[src/rtl/multi_channel_pulse_generator_pkg.sv]
// Shared types for the multi-channel pulse generator: channel modes, FSM
// states and the cfg_ch width helper.
package pulse_gen_pkg;

  typedef enum logic [1:0] {
    MODE_DISABLED   = 2'd0,
    MODE_CONTINUOUS = 2'd1,
    MODE_ONE_SHOT   = 2'd2,
    MODE_BURST      = 2'd3
  } mode_e;

  typedef enum logic {
    ST_IDLE = 1'b0,
    ST_RUN  = 1'b1
  } ch_state_e;

  // A single channel still needs a 1-bit select field.
  function automatic int ch_w(input int n);
    return (n > 1) ? $clog2(n) : 1;
  endfunction

endpackage

[src/rtl/multi_channel_pulse_generator_if.sv]
// Configuration write bus: one shadow-config write per cycle to channel cfg_ch.
interface multi_channel_pulse_generator_if #(
  parameter int NUM_CH  = 4,
  parameter int CNT_W   = 16,
  parameter int BURST_W = 8
);
  localparam int CH_W = pulse_gen_pkg::ch_w(NUM_CH);

  logic               cfg_we;
  logic [CH_W-1:0]    cfg_ch;
  logic [CNT_W-1:0]   cfg_period;
  logic [CNT_W-1:0]   cfg_width;
  logic [1:0]         cfg_mode;
  logic [BURST_W-1:0] cfg_burst;

  modport master (output cfg_we, cfg_ch, cfg_period, cfg_width, cfg_mode, cfg_burst);
  modport slave  (input  cfg_we, cfg_ch, cfg_period, cfg_width, cfg_mode, cfg_burst);
endinterface

[src/rtl/multi_channel_pulse_generator_channel.sv]
// One pulse channel: shadow/active config, IDLE/RUN FSM, period and burst counters.
module pulse_channel
  import pulse_gen_pkg::*;
#(
  parameter int CNT_W   = 16,
  parameter int BURST_W = 8
) (
  input  logic               clk,
  input  logic               reset,
  input  logic               wr,
  input  logic [CNT_W-1:0]   wr_period,
  input  logic [CNT_W-1:0]   wr_width,
  input  mode_e              wr_mode,
  input  logic [BURST_W-1:0] wr_burst,
  input  logic               start,
  input  logic               stop,
  output logic               pulse_out,
  output logic               busy,
  output logic               done
);

  typedef struct packed {
    logic [CNT_W-1:0]   period;
    logic [CNT_W-1:0]   width;
    mode_e              mode;
    logic [BURST_W-1:0] burst;
  } cfg_t;

  ch_state_e          state, state_n;
  logic [CNT_W-1:0]   k, k_n;
  logic [BURST_W-1:0] bcnt, bcnt_n;
  cfg_t               act, act_n, shd;
  logic               done_n, pulse_n;
  logic               last;
  logic [BURST_W:0]   n_eff;
  logic               burst_last;

  assign last       = (k == act.period - CNT_W'(1));
  assign n_eff      = (act.burst == '0) ? (BURST_W+1)'(1) : {1'b0, act.burst};
  assign burst_last = ({1'b0, bcnt} + (BURST_W+1)'(1)) >= n_eff;
  assign busy       = (state == ST_RUN);

  always_comb begin
    state_n = state;
    k_n     = k;
    bcnt_n  = bcnt;
    act_n   = act;
    done_n  = 1'b0;
    case (state)
      ST_IDLE: begin
        k_n    = '0;
        bcnt_n = '0;
        // Keep the config that qualified the start; otherwise track the shadow.
        if (start && !stop && act.mode != MODE_DISABLED && act.period != '0)
          state_n = ST_RUN;
        else
          act_n = shd;
      end
      ST_RUN: begin
        if (stop) begin
          state_n = ST_IDLE;
          k_n     = '0;
          bcnt_n  = '0;
        end else if (last) begin
          k_n   = '0;
          act_n = shd;
          if (act.mode == MODE_ONE_SHOT || (act.mode == MODE_BURST && burst_last)) begin
            state_n = ST_IDLE;
            done_n  = 1'b1;
            bcnt_n  = '0;
          end else if (shd.mode == MODE_DISABLED || shd.period == '0) begin
            state_n = ST_IDLE;
            bcnt_n  = '0;
          end else if (act.mode == MODE_BURST && shd.mode == MODE_BURST) begin
            bcnt_n = bcnt + BURST_W'(1);
          end else begin
            bcnt_n = '0;
          end
        end else begin
          k_n = k + CNT_W'(1);
        end
      end
      default: state_n = ST_IDLE;
    endcase
    pulse_n = (state_n == ST_RUN) && (k_n < act_n.width);
  end

  always_ff @(posedge clk) begin
    if (reset) begin
      state     <= ST_IDLE;
      k         <= '0;
      bcnt      <= '0;
      act       <= '0;
      shd       <= '0;
      pulse_out <= 1'b0;
      done      <= 1'b0;
    end else begin
      state     <= state_n;
      k         <= k_n;
      bcnt      <= bcnt_n;
      act       <= act_n;
      pulse_out <= pulse_n;
      done      <= done_n;
      if (wr) shd <= '{period: wr_period, width: wr_width, mode: wr_mode, burst: wr_burst};
    end
  end

endmodule

[src/rtl/multi_channel_pulse_generator.sv]
// Multi-channel pulse generator top: config write decode fanned out to
// NUM_CH independent pulse_channel instances.
module multi_channel_pulse_generator
  import pulse_gen_pkg::*;
#(
  parameter int NUM_CH  = 4,
  parameter int CNT_W   = 16,
  parameter int BURST_W = 8
) (
  input  logic                  clk,
  input  logic                  reset,
  multi_channel_pulse_generator_if.slave cfg,
  input  logic [NUM_CH-1:0]     start,
  input  logic [NUM_CH-1:0]     stop,
  output logic [NUM_CH-1:0]     pulse_out,
  output logic [NUM_CH-1:0]     busy,
  output logic [NUM_CH-1:0]     done
);

  localparam int CH_W = ch_w(NUM_CH);

  // Out-of-range cfg_ch matches no index, so such writes fall on the floor.
  for (genvar gi = 0; gi < NUM_CH; gi++) begin : g_ch
    localparam logic [CH_W-1:0] IDX = CH_W'(gi);
    logic wr;
    assign wr = cfg.cfg_we && (cfg.cfg_ch == IDX);

    pulse_channel #(.CNT_W(CNT_W), .BURST_W(BURST_W)) u_ch (
      .clk       (clk),
      .reset     (reset),
      .wr        (wr),
      .wr_period (cfg.cfg_period),
      .wr_width  (cfg.cfg_width),
      .wr_mode   (mode_e'(cfg.cfg_mode)),
      .wr_burst  (cfg.cfg_burst),
      .start     (start[gi]),
      .stop      (stop[gi]),
      .pulse_out (pulse_out[gi]),
      .busy      (busy[gi]),
      .done      (done[gi])
    );
  end

endmodule

[src/flat_wrapper.sv]
// flat-port wrapper written by rule: the top's interface ports become plain ports
module multi_channel_pulse_generator_flat import pulse_gen_pkg::*;
#(
  parameter int NUM_CH  = 4,
  parameter int CNT_W   = 16,
  parameter int BURST_W = 8
)
  (clk, reset, start, stop, pulse_out, busy, done, cfg_cfg_we, cfg_cfg_ch, cfg_cfg_period, cfg_cfg_width, cfg_cfg_mode, cfg_cfg_burst);
  multi_channel_pulse_generator_if #(.NUM_CH(NUM_CH), .CNT_W(CNT_W), .BURST_W(BURST_W)) cfg_i ();
  input  logic clk;
  input  logic reset;
  input  logic [NUM_CH-1:0] start;
  input  logic [NUM_CH-1:0] stop;
  output logic [NUM_CH-1:0] pulse_out;
  output logic [NUM_CH-1:0] busy;
  output logic [NUM_CH-1:0] done;
  input wire logic [$bits(cfg_i.cfg_we)-1:0] cfg_cfg_we;
  input wire logic [$bits(cfg_i.cfg_ch)-1:0] cfg_cfg_ch;
  input wire logic [$bits(cfg_i.cfg_period)-1:0] cfg_cfg_period;
  input wire logic [$bits(cfg_i.cfg_width)-1:0] cfg_cfg_width;
  input wire logic [$bits(cfg_i.cfg_mode)-1:0] cfg_cfg_mode;
  input wire logic [$bits(cfg_i.cfg_burst)-1:0] cfg_cfg_burst;
  assign cfg_i.cfg_we = cfg_cfg_we;
  assign cfg_i.cfg_ch = cfg_cfg_ch;
  assign cfg_i.cfg_period = cfg_cfg_period;
  assign cfg_i.cfg_width = cfg_cfg_width;
  assign cfg_i.cfg_mode = cfg_cfg_mode;
  assign cfg_i.cfg_burst = cfg_cfg_burst;
  multi_channel_pulse_generator #(.NUM_CH(NUM_CH), .CNT_W(CNT_W), .BURST_W(BURST_W)) u_core (.clk(clk), .reset(reset), .cfg(cfg_i), .start(start), .stop(stop), .pulse_out(pulse_out), .busy(busy), .done(done));
endmodule
[config.mk]
export PLATFORM = sky130hd
export DESIGN_NAME = multi_channel_pulse_generator_flat
export DESIGN_NICKNAME = d
export VERILOG_FILES = /design/src/rtl/multi_channel_pulse_generator_pkg.sv /design/src/rtl/multi_channel_pulse_generator_if.sv /design/src/rtl/multi_channel_pulse_generator_channel.sv /design/src/rtl/multi_channel_pulse_generator.sv /design/src/flat_wrapper.sv
export SDC_FILE = /design/constraint.sdc
export NUM_CORES = 1
export LEC_CHECK = 0
export BUFFER_PORTS_ARGS = -buffer_cell sky130_fd_sc_hd__buf_2
export CORE_MARGIN = 10
export CORE_UTILIZATION = 55
export CTS_BUF_LIST = sky130_fd_sc_hd__clkbuf_4 sky130_fd_sc_hd__clkbuf_8
export CTS_CLUSTER_SIZE = 24
export DETAILED_ROUTE_END_ITERATION = 12
export GPL_TIMING_DRIVEN = 0
export PLACE_DENSITY = 0.74
export SLEW_MARGIN = 10
export SYNTH_ARGS = -nofsm -noshare
export SYNTH_HDL_FRONTEND = slang
export SYNTH_SLANG_ARGS = --single-unit
[constraint.sdc]
create_clock -name clk -period 5.4 [get_ports clk]
set_clock_uncertainty 0.2 [all_clocks]
set_input_delay 0.27 -clock clk [delete_from_list [all_inputs] [get_ports clk]]
set_output_delay 0.27 -clock clk [all_outputs]
set_load 0.005 [all_outputs]
==> metrics.log, run 1 <==
[metrics] run status: complete, no violations
[metrics] routed wire length: 68090 µm
[metrics] fraction of registers with async set/reset: 0
[metrics] count of final hold-check violations: 0
[metrics] Synth Cell Area: 0.02237 mm²
[metrics] element type at the critical path end: flop
[metrics] signal arrival time at the worst endpoint: 5.53 ns
[metrics] smallest hold slack: 0.07105 ns
[metrics] average instance area after synthesis: 8.169 µm²
[metrics] global-route wire length before repair: 105300 µm
[metrics] area of the placeable core: 0.04001 mm²
[metrics] slowest cell on the critical path: sky130_fd_sc_hd__or4_1
[metrics] nets@finish: 3098
[metrics] Max rail drop VDD: 0.2225 mV
[metrics] Layout Cells excl Fill: 3523
[metrics] H-Tree Depth: 3
[metrics] share of the cycle needed by the critical path after routing: 0.9613
[metrics] average via count per standard cell: 5.957
[metrics] number of cells after detailed placement: 3327
[metrics] Synth Flop Type: sky130_fd_sc_hd__dfxtp_1
[metrics] starting utilization of the core area: 0.5591
[metrics] endpoints failing setup: 0
[metrics] antenna-violating nets left: 0
[metrics] most common cell after layout, fill and taps aside: sky130_fd_sc_hd__nand2_1
[metrics] DRT iter0 DRCs: 1602
[metrics] post-layout min period: 5.191 ns
[metrics] cell leakage power: 10.03 nW
[metrics] total number of vias: 20987
[metrics] relative slew slack: 0.3222
[metrics] maximum number of pins on one net before global-route repair: 12
[metrics] number of placement rows: 73
[metrics] data required time at the worst endpoint: 5.73 ns
[metrics] commonest non-fill, non-tap cells in the layout: 533 x sky130_fd_sc_hd__nand2_1, 439 x sky130_fd_sc_hd__dfxtp_1, 271 x sky130_fd_sc_hd__a21oi_1
[metrics] sequential share of the synthesized area: 0.3974
[metrics] number of nets produced by synthesis: 2897
[metrics] startpoint type of the worst setup path: flop
[metrics] Placement Cell Area: 0.02334 mm²
[metrics] routability congestion estimate from global placement: 0.9272
[metrics] antenna cells: 0
[metrics] Final TNS setup: 0 ns
[metrics] worst min path class: in2reg
[metrics] TritonCTS clock tree: yes
[metrics] peak clock frequency supported by timing: 192.6 MHz
[metrics] yosys synthesis warning count: 0
[metrics] CP dominant cell by count: sky130_fd_sc_hd__buf_4
[metrics] max-slew violation count: 0
[metrics] number of iterations in the first detailed-routing pass: 6
[metrics] series of cell instances along the critical path: or3_1 > nor2_1 > a41oi_1 > or4_1 > or4_4 > o21ai_4 > and2_1 > buf_4 > buf_4 > mux2i_2 > ha_1 > and4_1 > a21oi_1 > nand2_1 > a211oi_4 > o211ai_1 > o31ai_2
[metrics] number of synthesized flops with an enable pin: 0
[metrics] type of the worst setup path: reg2reg
[metrics] count of unique library cells instantiated by Yosys: 78
[metrics] CTS Root Cell: sky130_fd_sc_hd__clkbuf_8
[metrics] area enclosed by the die boundary: 0.04914 mm²
[metrics] Inserted Clock Buffers: 77
[metrics] transition at the pin with the smallest max-transition slack: 1.017 ns
[metrics] number of buffers on the longest clock path: 3
[metrics] vertical die dimension: 221.7 µm
[metrics] clock-pin slew on the worst setup and hold paths: 0.07 ns
[metrics] number of synthesized register bits: 444
[metrics] x dimension of the die: 221.7 µm
[metrics] number of antenna violations at the first check in global routing: 0
[metrics] fraction of final layout cells sized beyond drive strength 1: 0.1127
[metrics] largest fanout on the critical path: 10
[metrics] number of placed I/O pins: 67
[metrics] IO buf count: 64
[metrics] residual overflow from global routing: 0
[metrics] total global-route track usage: 0.2613
[metrics] layout overhead on the synthesized area: 16.19%
[metrics] Top delay family on crit path: simple AND/OR/NAND/NOR gates
[metrics] max-capacitance violation count: 0
[metrics] areal power density over the cells: 285.0 mW/mm²
[metrics] share of the core filled with cells: 0.6497
[metrics] Sinks on Clock Net: 444
[metrics] synthesized instance count: 2738
[metrics] critical path buffer and inverter count: 2
[metrics] DR DRC count: 0
[metrics] via count of the first global-routing pass: 20208
[metrics] half-perimeter wire length after detailed placement: 49960 µm
[metrics] clock insertion delay at the later pin of the skew report: 0.65 ns
[metrics] wire length per cell: 19.33 µm
[metrics] Max stage delay on crit path: 0.55 ns
[metrics] total non-filler cell area in the finished layout: 0.02599 mm²
==> worst min-delay path, delay by kind of cell <==
family	cells	cell delay, ns
AO/OA/AOI/OAI	4	0.45
buffers and inverters	1	0.11
==> registers in the layout, indices dropped and copies added (netlist names) <==
name                        count
u_core.g_ch.u_ch.act          168
u_core.g_ch.u_ch.pulse_out      4
u_core.g_ch.u_ch.done           4
u_core.g_ch.u_ch.k             64
u_core.g_ch.u_ch.bcnt          32
u_core.g_ch.u_ch.shd          168
u_core.g_ch.u_ch.busy           4
==> final cells by class <==
type                            count  area (µm²)
Buffer                            168       757.0
Clock buffer                      122        1560
Clock inverter                     16       183.9
Fill cell                        3364       14020
Inverter                           60       225.2
Multi-Input combinational cell   2063       12800
Sequential cell                   444        8897
Tap cell                          525       656.9
Timing Repair Buffer              125       908.4
==> worst paths after layout <==
kind | from | endpoint | slack, ns | depth (start not counted)
worst min-delay path | start[1] | u_core.g_ch[1].u_ch.busy | 0.07 | 5
worst max-delay path | u_core.g_ch[2].u_ch.act[30] | u_core.g_ch[2].u_ch.pulse_out | 0.21 | 17
worst min register to register | u_core.g_ch[0].u_ch.shd[1] | u_core.g_ch[0].u_ch.shd[1] | 0.26 | 2
worst max register to register | u_core.g_ch[2].u_ch.act[30] | u_core.g_ch[2].u_ch.pulse_out | 0.21 | 17
==> where the power goes <==
group / total [W] / internal [W] / leakage, nW / switching, W
registers: 0.00341 / 0.00334 / 3.60 / 0.0000627
logic: 0.000586 / 0.000216 / 5.51 / 0.000371
clock network: 0.00341 / 0.00199 / 0.923 / 0.00143
==> timing repair <==
item / 4_1_cts / 5_1_grt
setup buffers: 0 / 9
resized for setup: 36 / 45
hold endpoints to repair: 179 / 0
setup endpoints to repair: 4 / 4
hold buffers: 52 / 0
pin swaps: 0 / 9
==> Yosys cell counts, types with 13 or more instances <==
cell | number | area share
sky130_fd_sc_hd__o21ai_0 | 50 | 0.011
sky130_fd_sc_hd__nand3b_1 | 21 | 0.0070
sky130_fd_sc_hd__xnor2_1 | 82 | 0.032
sky130_fd_sc_hd__buf_4 | 16 | 0.0054
sky130_fd_sc_hd__a21oi_1 | 272 | 0.061
sky130_fd_sc_hd__nand2_1 | 535 | 0.090
sky130_fd_sc_hd__o211ai_1 | 15 | 0.0050
sky130_fd_sc_hd__o31ai_1 | 20 | 0.0067
sky130_fd_sc_hd__or3_1 | 13 | 0.0036
sky130_fd_sc_hd__or4_1 | 16 | 0.0054
sky130_fd_sc_hd__nor2b_1 | 19 | 0.0053
sky130_fd_sc_hd__clkbuf_1 | 130 | 0.022
sky130_fd_sc_hd__a31o_2 | 33 | 0.013
sky130_fd_sc_hd__nor3_1 | 52 | 0.012
sky130_fd_sc_hd__a21o_1 | 18 | 0.0060
sky130_fd_sc_hd__nor4_1 | 40 | 0.011
sky130_fd_sc_hd__mux2i_1 | 138 | 0.062
sky130_fd_sc_hd__nand3_1 | 74 | 0.017
sky130_fd_sc_hd__nand4_1 | 38 | 0.011
sky130_fd_sc_hd__buf_1 | 15 | 0.0025
sky130_fd_sc_hd__ha_1 | 104 | 0.058
sky130_fd_sc_hd__inv_1 | 59 | 0.0099
sky130_fd_sc_hd__and3_1 | 36 | 0.010
sky130_fd_sc_hd__dfxtp_1 | 444 | 0.40
sky130_fd_sc_hd__nor2_1 | 236 | 0.040
sky130_fd_sc_hd__xor2_1 | 69 | 0.027
==> per-stage QoR <==
step / worst slack (ns) / total power (W)
finish: 0.2090 / 0.007407
global route: -0.07207 / 0.007634
CTS: 0.001616 / 0.007393
detailed placement: -0.7075 / 0.003987
global placement: -0.5756 / 0.003969
floorplan: 0.4895 / 0.003786
==> cells by family (layout without fill, tap and decap cells) <==
family | count (synthesis) | in the layout | share of synthesized area
AND/OR/NAND/NOR | 1150 | 1150 | 0.2361
flip-flops | 444 | 444 | 0.3974
multiplexers | 141 | 141 | 0.06327
XOR/XNOR | 151 | 151 | 0.05913
buffers and inverters | 231 | 491 | 0.04257
AO/OA/AOI/OAI | 517 | 517 | 0.1434
adder cells (fa/ha/maj) | 104 | 104 | 0.05818
==> routing by layer <==
metal / global-route usage / share of wire / vias up
met5: 0 / 0 / -
met4: 0.1017 / 0.038 / 0
met3: 0.07000 / 0.092 / 186
met2: 0.4375 / 0.46 / 834
met1: 0.3126 / 0.41 / 9975
li1: - / - / 9992
Note: power is estimated with default switching activity, not from simulation.
==> run 2: changes to the inputs <==
--- a/config.mk
+++ b/config.mk
@@ -5,14 +5,16 @@
 export SDC_FILE = /design/constraint.sdc
 export NUM_CORES = 1
 export LEC_CHECK = 0
+export ABC_CLOCK_PERIOD_IN_PS = 5400
 export BUFFER_PORTS_ARGS = -buffer_cell sky130_fd_sc_hd__buf_2
 export CORE_MARGIN = 10
-export CORE_UTILIZATION = 55
+export CORE_UTILIZATION = 42
 export CTS_BUF_LIST = sky130_fd_sc_hd__clkbuf_4 sky130_fd_sc_hd__clkbuf_8
 export CTS_CLUSTER_SIZE = 24
 export DETAILED_ROUTE_END_ITERATION = 12
 export GPL_TIMING_DRIVEN = 0
-export PLACE_DENSITY = 0.74
+export PLACE_DENSITY = 0.6
+export SETUP_SLACK_MARGIN = 0.15
 export SLEW_MARGIN = 10
 export SYNTH_ARGS = -nofsm -noshare
 export SYNTH_HDL_FRONTEND = slang
==> run 2 against run 1 <==
Power grew 0.83%. Clock power grew 2%. Critical path depth grew 3. Combinational power grew 2%. Register-to-register slack gained 0.14 ns. Global-route usage shrank 4.6 points. Final cell count grew 5.4%. Wire length grew 3.8%. Worst setup slack gained 0.14 ns. Sequential power is essentially flat. Sequential share of layout area shrank 0.67 points. Largest power group is now clock.
==> metrics.log, run 2 (same netlist as run 1, synthesis figures left out) <==
[metrics] Sinks on Clock Net: 444
[metrics] Top delay family on crit path: simple AND/OR/NAND/NOR gates
[metrics] H-Tree Depth: 3
[metrics] number of placement rows: 84
[metrics] Max stage delay on crit path: 0.54 ns
[metrics] x dimension of the die: 250.8 µm
[metrics] max-slew violation count: 0
[metrics] max-capacitance violation count: 0
[metrics] series of cell instances along the critical path: inv_1 > ha_1 > nor2b_1 > buf_4 > a31o_2 > and4b_1 > or3_1 > or4_4 > o21ai_4 > and2_4 > buf_8 > buf_6 > mux2i_2 > ha_1 > and4_1 > a21oi_1 > nand2_1 > a211oi_2 > o211ai_1 > o31ai_2
[metrics] IO buf count: 64
[metrics] Max rail drop VDD: 0.2310 mV
[metrics] count of final hold-check violations: 0
[metrics] pre-CTS setup slack: -0.8660 ns
[metrics] launch instance of the worst register-to-register path: u_core.g_ch[2].u_ch.act[26]
[metrics] DR DRC count: 0
[metrics] clock insertion delay at the later pin of the skew report: 0.67 ns
[metrics] critical path buffer and inverter count: 4
[metrics] peak clock frequency supported by timing: 197.8 MHz
[metrics] endpoints failing setup: 0
[metrics] commonest non-fill, non-tap cells in the layout: 533 x sky130_fd_sc_hd__nand2_1, 438 x sky130_fd_sc_hd__dfxtp_1, 269 x sky130_fd_sc_hd__a21oi_1
[metrics] transition at the pin with the smallest max-transition slack: 1.208 ns
[metrics] number of antenna violations at the first check in global routing: 2
[metrics] signal arrival time at the worst endpoint: 5.38 ns
[metrics] count of cell instances traversed by the critical path: 20
[metrics] largest fanout on the critical path: 10
[metrics] area enclosed by the die boundary: 0.06289 mm²
[metrics] antenna-violating nets left: 0
[metrics] TritonCTS clock tree: yes
[metrics] clock-pin slew on the worst setup and hold paths: 0.06 ns
[metrics] total global-route track usage: 0.2153
[metrics] routability congestion estimate from global placement: 0.9124
[metrics] number of buffers on the longest clock path: 3
[metrics] total non-filler cell area in the finished layout: 0.02653 mm²
[metrics] Inserted Clock Buffers: 79
[metrics] post-route total power: 0.007469 W
[metrics] half-perimeter wire length after detailed placement: 53210 µm
[metrics] cell leakage power: 10.17 nW
[metrics] maximum number of pins on one net before global-route repair: 11
[metrics] final setup slack of the worst path: 0.3449 ns
[metrics] nets@finish: 3125
[metrics] starting utilization of the core area: 0.4248
[metrics] total number of vias: 20721
[metrics] element type at the critical path end: flop
[metrics] RSZ-0062 raised after global routing: yes
[metrics] fraction of final layout cells sized beyond drive strength 1: 0.1240
[metrics] area of the placeable core: 0.05266 mm²
[metrics] global-route wire length before repair: 109200 µm
[metrics] share of the core filled with cells: 0.5039
[metrics] share of the cycle needed by the critical path after routing: 0.9361
[metrics] post-layout min period: 5.055 ns
[metrics] routed wire length: 70660 µm
[metrics] Placement Cell Area: 0.02355 mm²
[metrics] type of the worst setup path: reg2reg
[metrics] reg-to-reg endpoint: u_core.g_ch[2].u_ch.pulse_out
[metrics] vertical die dimension: 250.8 µm
[metrics] most common cell after layout, fill and taps aside: sky130_fd_sc_hd__nand2_1
[metrics] CP dominant cell by count: sky130_fd_sc_hd__ha_1
[metrics] Register-to-Register Setup Slack: 0.34 ns
[metrics] Worst Reg2Reg Path Length in Cells: 20
[metrics] areal power density over the cells: 281.5 mW/mm²
[metrics] DRT iter0 DRCs: 1438
[metrics] antenna cells: 0
[metrics] capturing element of the worst setup path: u_core.g_ch[2].u_ch.pulse_out
[metrics] top flop regs: u_core.g_ch.u_ch.act x168, u_core.g_ch.u_ch.shd x168, u_core.g_ch.u_ch.k x64
[metrics] CTS Root Cell: sky130_fd_sc_hd__clkbuf_8
[metrics] data required time at the worst endpoint: 5.73 ns
[metrics] layout overhead on the synthesized area: 18.62%
[metrics] relative slew slack: 0.1949
[metrics] startpoint type of the worst setup path: flop
[metrics] wire length per cell: 19.04 µm
[metrics] worst setup path startpoint: u_core.g_ch[2].u_ch.act[26]
[metrics] average via count per standard cell: 5.582
[metrics] residual overflow from global routing: 0
[metrics] number of placed I/O pins: 67
[metrics] slowest cell on the critical path: sky130_fd_sc_hd__or4_4
[metrics] via count of the first global-routing pass: 20020
[metrics] worst min path class: in2reg
[metrics] run status: complete, no violations
[metrics] number of iterations in the first detailed-routing pass: 6
[run 2: cell count changes in the layout (fill, tap and decap cells not counted), sizes merged]
cell         before  now
buf             112  135
inv              63   59
dlygate4sd3      52   54
clkinvlp          1    3
clkinv            9   12
[run 2: repair_timing]
action                                  CTS  global route
endpoints found under the hold margin   184             0
buffers inserted                          5            23
endpoints found under the setup margin    4             4
gates cloned                              0             1
hold buffers                             54             0
gates resized for setup                  56            65
pin swaps                                 7            18
[run 2: routing by layer]
layer	GRT usage	wire length (µm)
met5	0	21
met2	0.3563	32550
met3	0.04475	5100
met1	0.2751	30900
met4	0.06936	2090
[run 2: final cells by class]
cell class | count | area, µm²
inverters | 60 | 225.2
plain buffers | 171 | 807.0
flip-flops and latches | 444 | 8906
well taps | 688 | 860.8
fillers | 5037 | 26120
repair buffers | 147 | 1096
multi-input cells | 2063 | 12870
clock buffers | 122 | 1598
clock inverters | 17 | 167.7
[run 2: worst min path at each step]
stage	start	to	slack [ns]	cells after the start
final	cfg_cfg_ch[0]	u_core.g_ch[0].u_ch.shd[0]	0.06	4
after global routing	cfg_cfg_ch[0]	u_core.g_ch[0].u_ch.shd[0]	0.08	4
after CTS	cfg_cfg_ch[0]	u_core.g_ch[0].u_ch.shd[0]	0.01	4
after detailed placement	u_core.g_ch[0].u_ch.shd[2]	u_core.g_ch[0].u_ch.shd[2]	0.25	2
after global placement	u_core.g_ch[0].u_ch.shd[2]	u_core.g_ch[0].u_ch.shd[2]	0.24	2
after floorplan	cfg_cfg_burst[0]	u_core.g_ch[0].u_ch.shd[0]	0.21	2
[run 2: per-stage QoR]
step,setup TNS [ns],std cells,hold WS (ns)
floorplan,0,2738,0.2060
global placement,-2.196,3490,0.2406
detailed placement,-2.360,3490,0.2502
CTS,0,3688,0.01191
global route,0,3712,0.08220
finish,0,3712,0.06246
[run 2: worst reg2reg max path: cells and delay by family, from the launching register on]
kind,cells,cell delay (ns)
mux,1,0.25
simple gates,7,1.69
buf+inv,4,0.55
fa+ha+maj,2,0.50
flops,1,0.39
compound gates,6,1.35
[run 2: power breakdown]
| group | internal, W | leakage, nW | switching (W) |
|---|---|---|---|
| sequential | 0.00334 | 3.60 | 0.0000639 |
| clock | 0.00202 | 0.929 | 0.00145 |
| combinational | 0.000223 | 5.64 | 0.000372 |
==> run 3: changes to the inputs <==
==> constraint.sdc (replaced) <==
create_clock -name clk -period 5.4 [get_ports clk]
set_clock_uncertainty 0.2 [all_clocks]
set_input_delay 0.54 -clock clk [delete_from_list [all_inputs] [get_ports clk]]
set_output_delay 0.54 -clock clk [all_outputs]
set_load 0.005 [all_outputs]
==> run 3 against run 2 <==
Flip-flop and latch count stayed put. Wire length fell by 0.39%. Fmax decreased by 0.77%. Final cell count down 0.78%. Largest cell class unchanged. Critical path depth did not move.
==> metrics.log, run 3 (same netlist as run 1, synthesis figures left out) <==
[metrics] Max rail drop VDD: 0.2328 mV
[metrics] slowest cell on the critical path: sky130_fd_sc_hd__or4_4
[metrics] x dimension of the die: 250.8 µm
[metrics] number of placement rows: 84
[metrics] post-layout min period: 5.095 ns
[metrics] routability congestion estimate from global placement: 0.9124
[metrics] share of the cycle needed by the critical path after routing: 0.9434
[metrics] data required time at the worst endpoint: 5.72 ns
[metrics] transition at the pin with the smallest max-transition slack: 1.215 ns
[metrics] number of inserted filler cells in the final layout: 5081
[metrics] fraction of final layout cells sized beyond drive strength 1: 0.1253
[metrics] worst min path class: in2reg
[metrics] Placement Cell Area: 0.02355 mm²
[metrics] layout overhead on the synthesized area: 17.28%
[metrics] commonest non-fill, non-tap cells in the layout: 533 x sky130_fd_sc_hd__nand2_1, 438 x sky130_fd_sc_hd__dfxtp_1, 269 x sky130_fd_sc_hd__a21oi_1
[metrics] half-perimeter wire length after detailed placement: 53210 µm
[metrics] top flop regs: u_core.g_ch.u_ch.act x168, u_core.g_ch.u_ch.shd x168, u_core.g_ch.u_ch.k x64
[metrics] via count of the first global-routing pass: 19825
[metrics] signal arrival time at the worst endpoint: 5.41 ns
[metrics] average via count per standard cell: 5.586
[metrics] run status: complete, no violations
[metrics] area enclosed by the die boundary: 0.06289 mm²
[metrics] clock insertion delay at the later pin of the skew report: 0.66 ns
[metrics] count of cell instances traversed by the critical path: 20
[metrics] clock-pin slew on the worst setup and hold paths: 0.07 ns
[metrics] areal power density over the cells: 284.1 mW/mm²
[metrics] DRT iter0 DRCs: 1327
[metrics] IO buf count: 64
[metrics] Top delay family on crit path: simple AND/OR/NAND/NOR gates
[metrics] cell leakage power: 10.05 nW
[metrics] startpoint type of the worst setup path: flop
[metrics] global-route wire length before repair: 108400 µm
[metrics] largest fanout on the critical path: 10
[metrics] Worst Reg2Reg Path Length in Cells: 20
[metrics] DR DRC count: 0
[metrics] Final TNS setup: 0 ns
[metrics] max-slew violation count: 0
[metrics] routed wire length: 70390 µm
[metrics] antenna-violating nets left: 0
[metrics] vertical die dimension: 250.8 µm
[metrics] number of iterations in the first detailed-routing pass: 5
[metrics] Sinks on Clock Net: 444
[metrics] total number of vias: 20574
[metrics] maximum number of pins on one net before global-route repair: 11
[metrics] peak clock frequency supported by timing: 196.3 MHz
[metrics] Inserted Clock Buffers: 79
[metrics] number of placed I/O pins: 67
[metrics] CP dominant cell by count: sky130_fd_sc_hd__ha_1
[metrics] number of cells traversed by the worst hold path: 3
[metrics] critical path buffer and inverter count: 4
[metrics] starting utilization of the core area: 0.4248
[metrics] count of final hold-check violations: 0
[metrics] wire length per cell: 19.11 µm
[metrics] nets@finish: 3095
[metrics] number of buffers on the longest clock path: 3
[metrics] total global-route track usage: 0.2141
[metrics] H-Tree Depth: 3
[metrics] Max stage delay on crit path: 0.54 ns
[metrics] element type at the critical path end: flop
[metrics] type of the worst setup path: reg2reg
[metrics] CTS Root Cell: sky130_fd_sc_hd__clkbuf_8
[metrics] relative slew slack: 0.1900
[metrics] most common cell after layout, fill and taps aside: sky130_fd_sc_hd__nand2_1
[metrics] series of cell instances along the critical path: inv_1 > ha_1 > nor2b_1 > buf_4 > a31o_2 > and4b_1 > or3_1 > or4_4 > o21ai_4 > and2_4 > buf_8 > buf_6 > mux2i_2 > ha_1 > and4_1 > a21oi_1 > nand2_1 > a211oi_2 > o211ai_1 > o31ai_2
[metrics] residual overflow from global routing: 0
[metrics] max-capacitance violation count: 0
[metrics] TritonCTS clock tree: yes
[metrics] endpoints failing setup: 0
[metrics] total non-filler cell area in the finished layout: 0.02623 mm²
[metrics] RSZ-0062 raised after global routing: yes
[metrics] number of antenna violations at the first check in global routing: 3
[metrics] area of the placeable core: 0.05266 mm²
-- run 3: final timing paths --
kind | start | endpoint | slack (ns)
worst max-delay path | u_core.g_ch[2].u_ch.act[26] | u_core.g_ch[2].u_ch.pulse_out | 0.31
worst min-delay path | cfg_cfg_burst[7] | u_core.g_ch[1].u_ch.shd[7] | 0.04
worst max register to register | u_core.g_ch[2].u_ch.act[26] | u_core.g_ch[2].u_ch.pulse_out | 0.31
worst min register to register | u_core.g_ch[3].u_ch.act[21] | u_core.g_ch[3].u_ch.act[21] | 0.26
-- run 3: power by group --
group          leakage, nW  total (W)  switching, W  internal (W)
clock network        0.929    0.00347       0.00145       0.00202
registers             3.60    0.00341     0.0000641       0.00334
logic                 5.52   0.000581      0.000370      0.000210
-- run 3: worst min-delay path, stage by stage --
cell and delay, ns:
sky130_fd_sc_hd__buf_2 0.18, sky130_fd_sc_hd__nand2_1 0.08, sky130_fd_sc_hd__a21oi_1 0.05
-- run 3: timing repair --
action / in CTS / in global routing
buffers inserted: 5 / 23
pin swaps: 7 / 18
cloned: 0 / 1
resized for setup: 56 / 65
hold endpoints to repair: 52 / 0
hold buffers: 24 / 0
setup endpoints to repair: 4 / 4
-- run 3: layout make-up --
type,count,area [µm²],area share
Clock buffer,122,1598,0.06091
Buffer,171,807.0,0.03076
Inverter,60,225.2,0.008585
Antenna cell,1,2.502,0.00009539
Timing Repair Buffer,117,795.8,0.03033
Sequential cell,444,8906,0.3395
Multi-Input combinational cell,2063,12870,0.4906
Tap cell,688,860.8,0.03281
Clock inverter,17,167.7,0.006391
-- run 3: stage by stage --
step,hold slack [ns],power (W),instances,setup slack (ns),util
after floorplan,0.2341,0.003786,2738,0.4895,-
after global placement,0.2406,0.003985,3490,-0.8617,0.4472
after detailed placement,0.2502,0.003998,3490,-0.8660,0.4472
after CTS,0.007383,0.007476,3658,0.1058,0.4901
after global routing,0.01949,0.007710,3683,0.09237,0.4982
final,0.04058,0.007454,3683,0.3055,0.4982
-- run 3: per-layer routing --
metal / GRT usage / wire, µm / part of all wire
met2: 0.3529 / 32230 / 0.46
met3: 0.04588 / 4922 / 0.070
met1: 0.2738 / 31110 / 0.44
met5: 0 / 21 / 0.00030
met4: 0.06850 / 2101 / 0.030
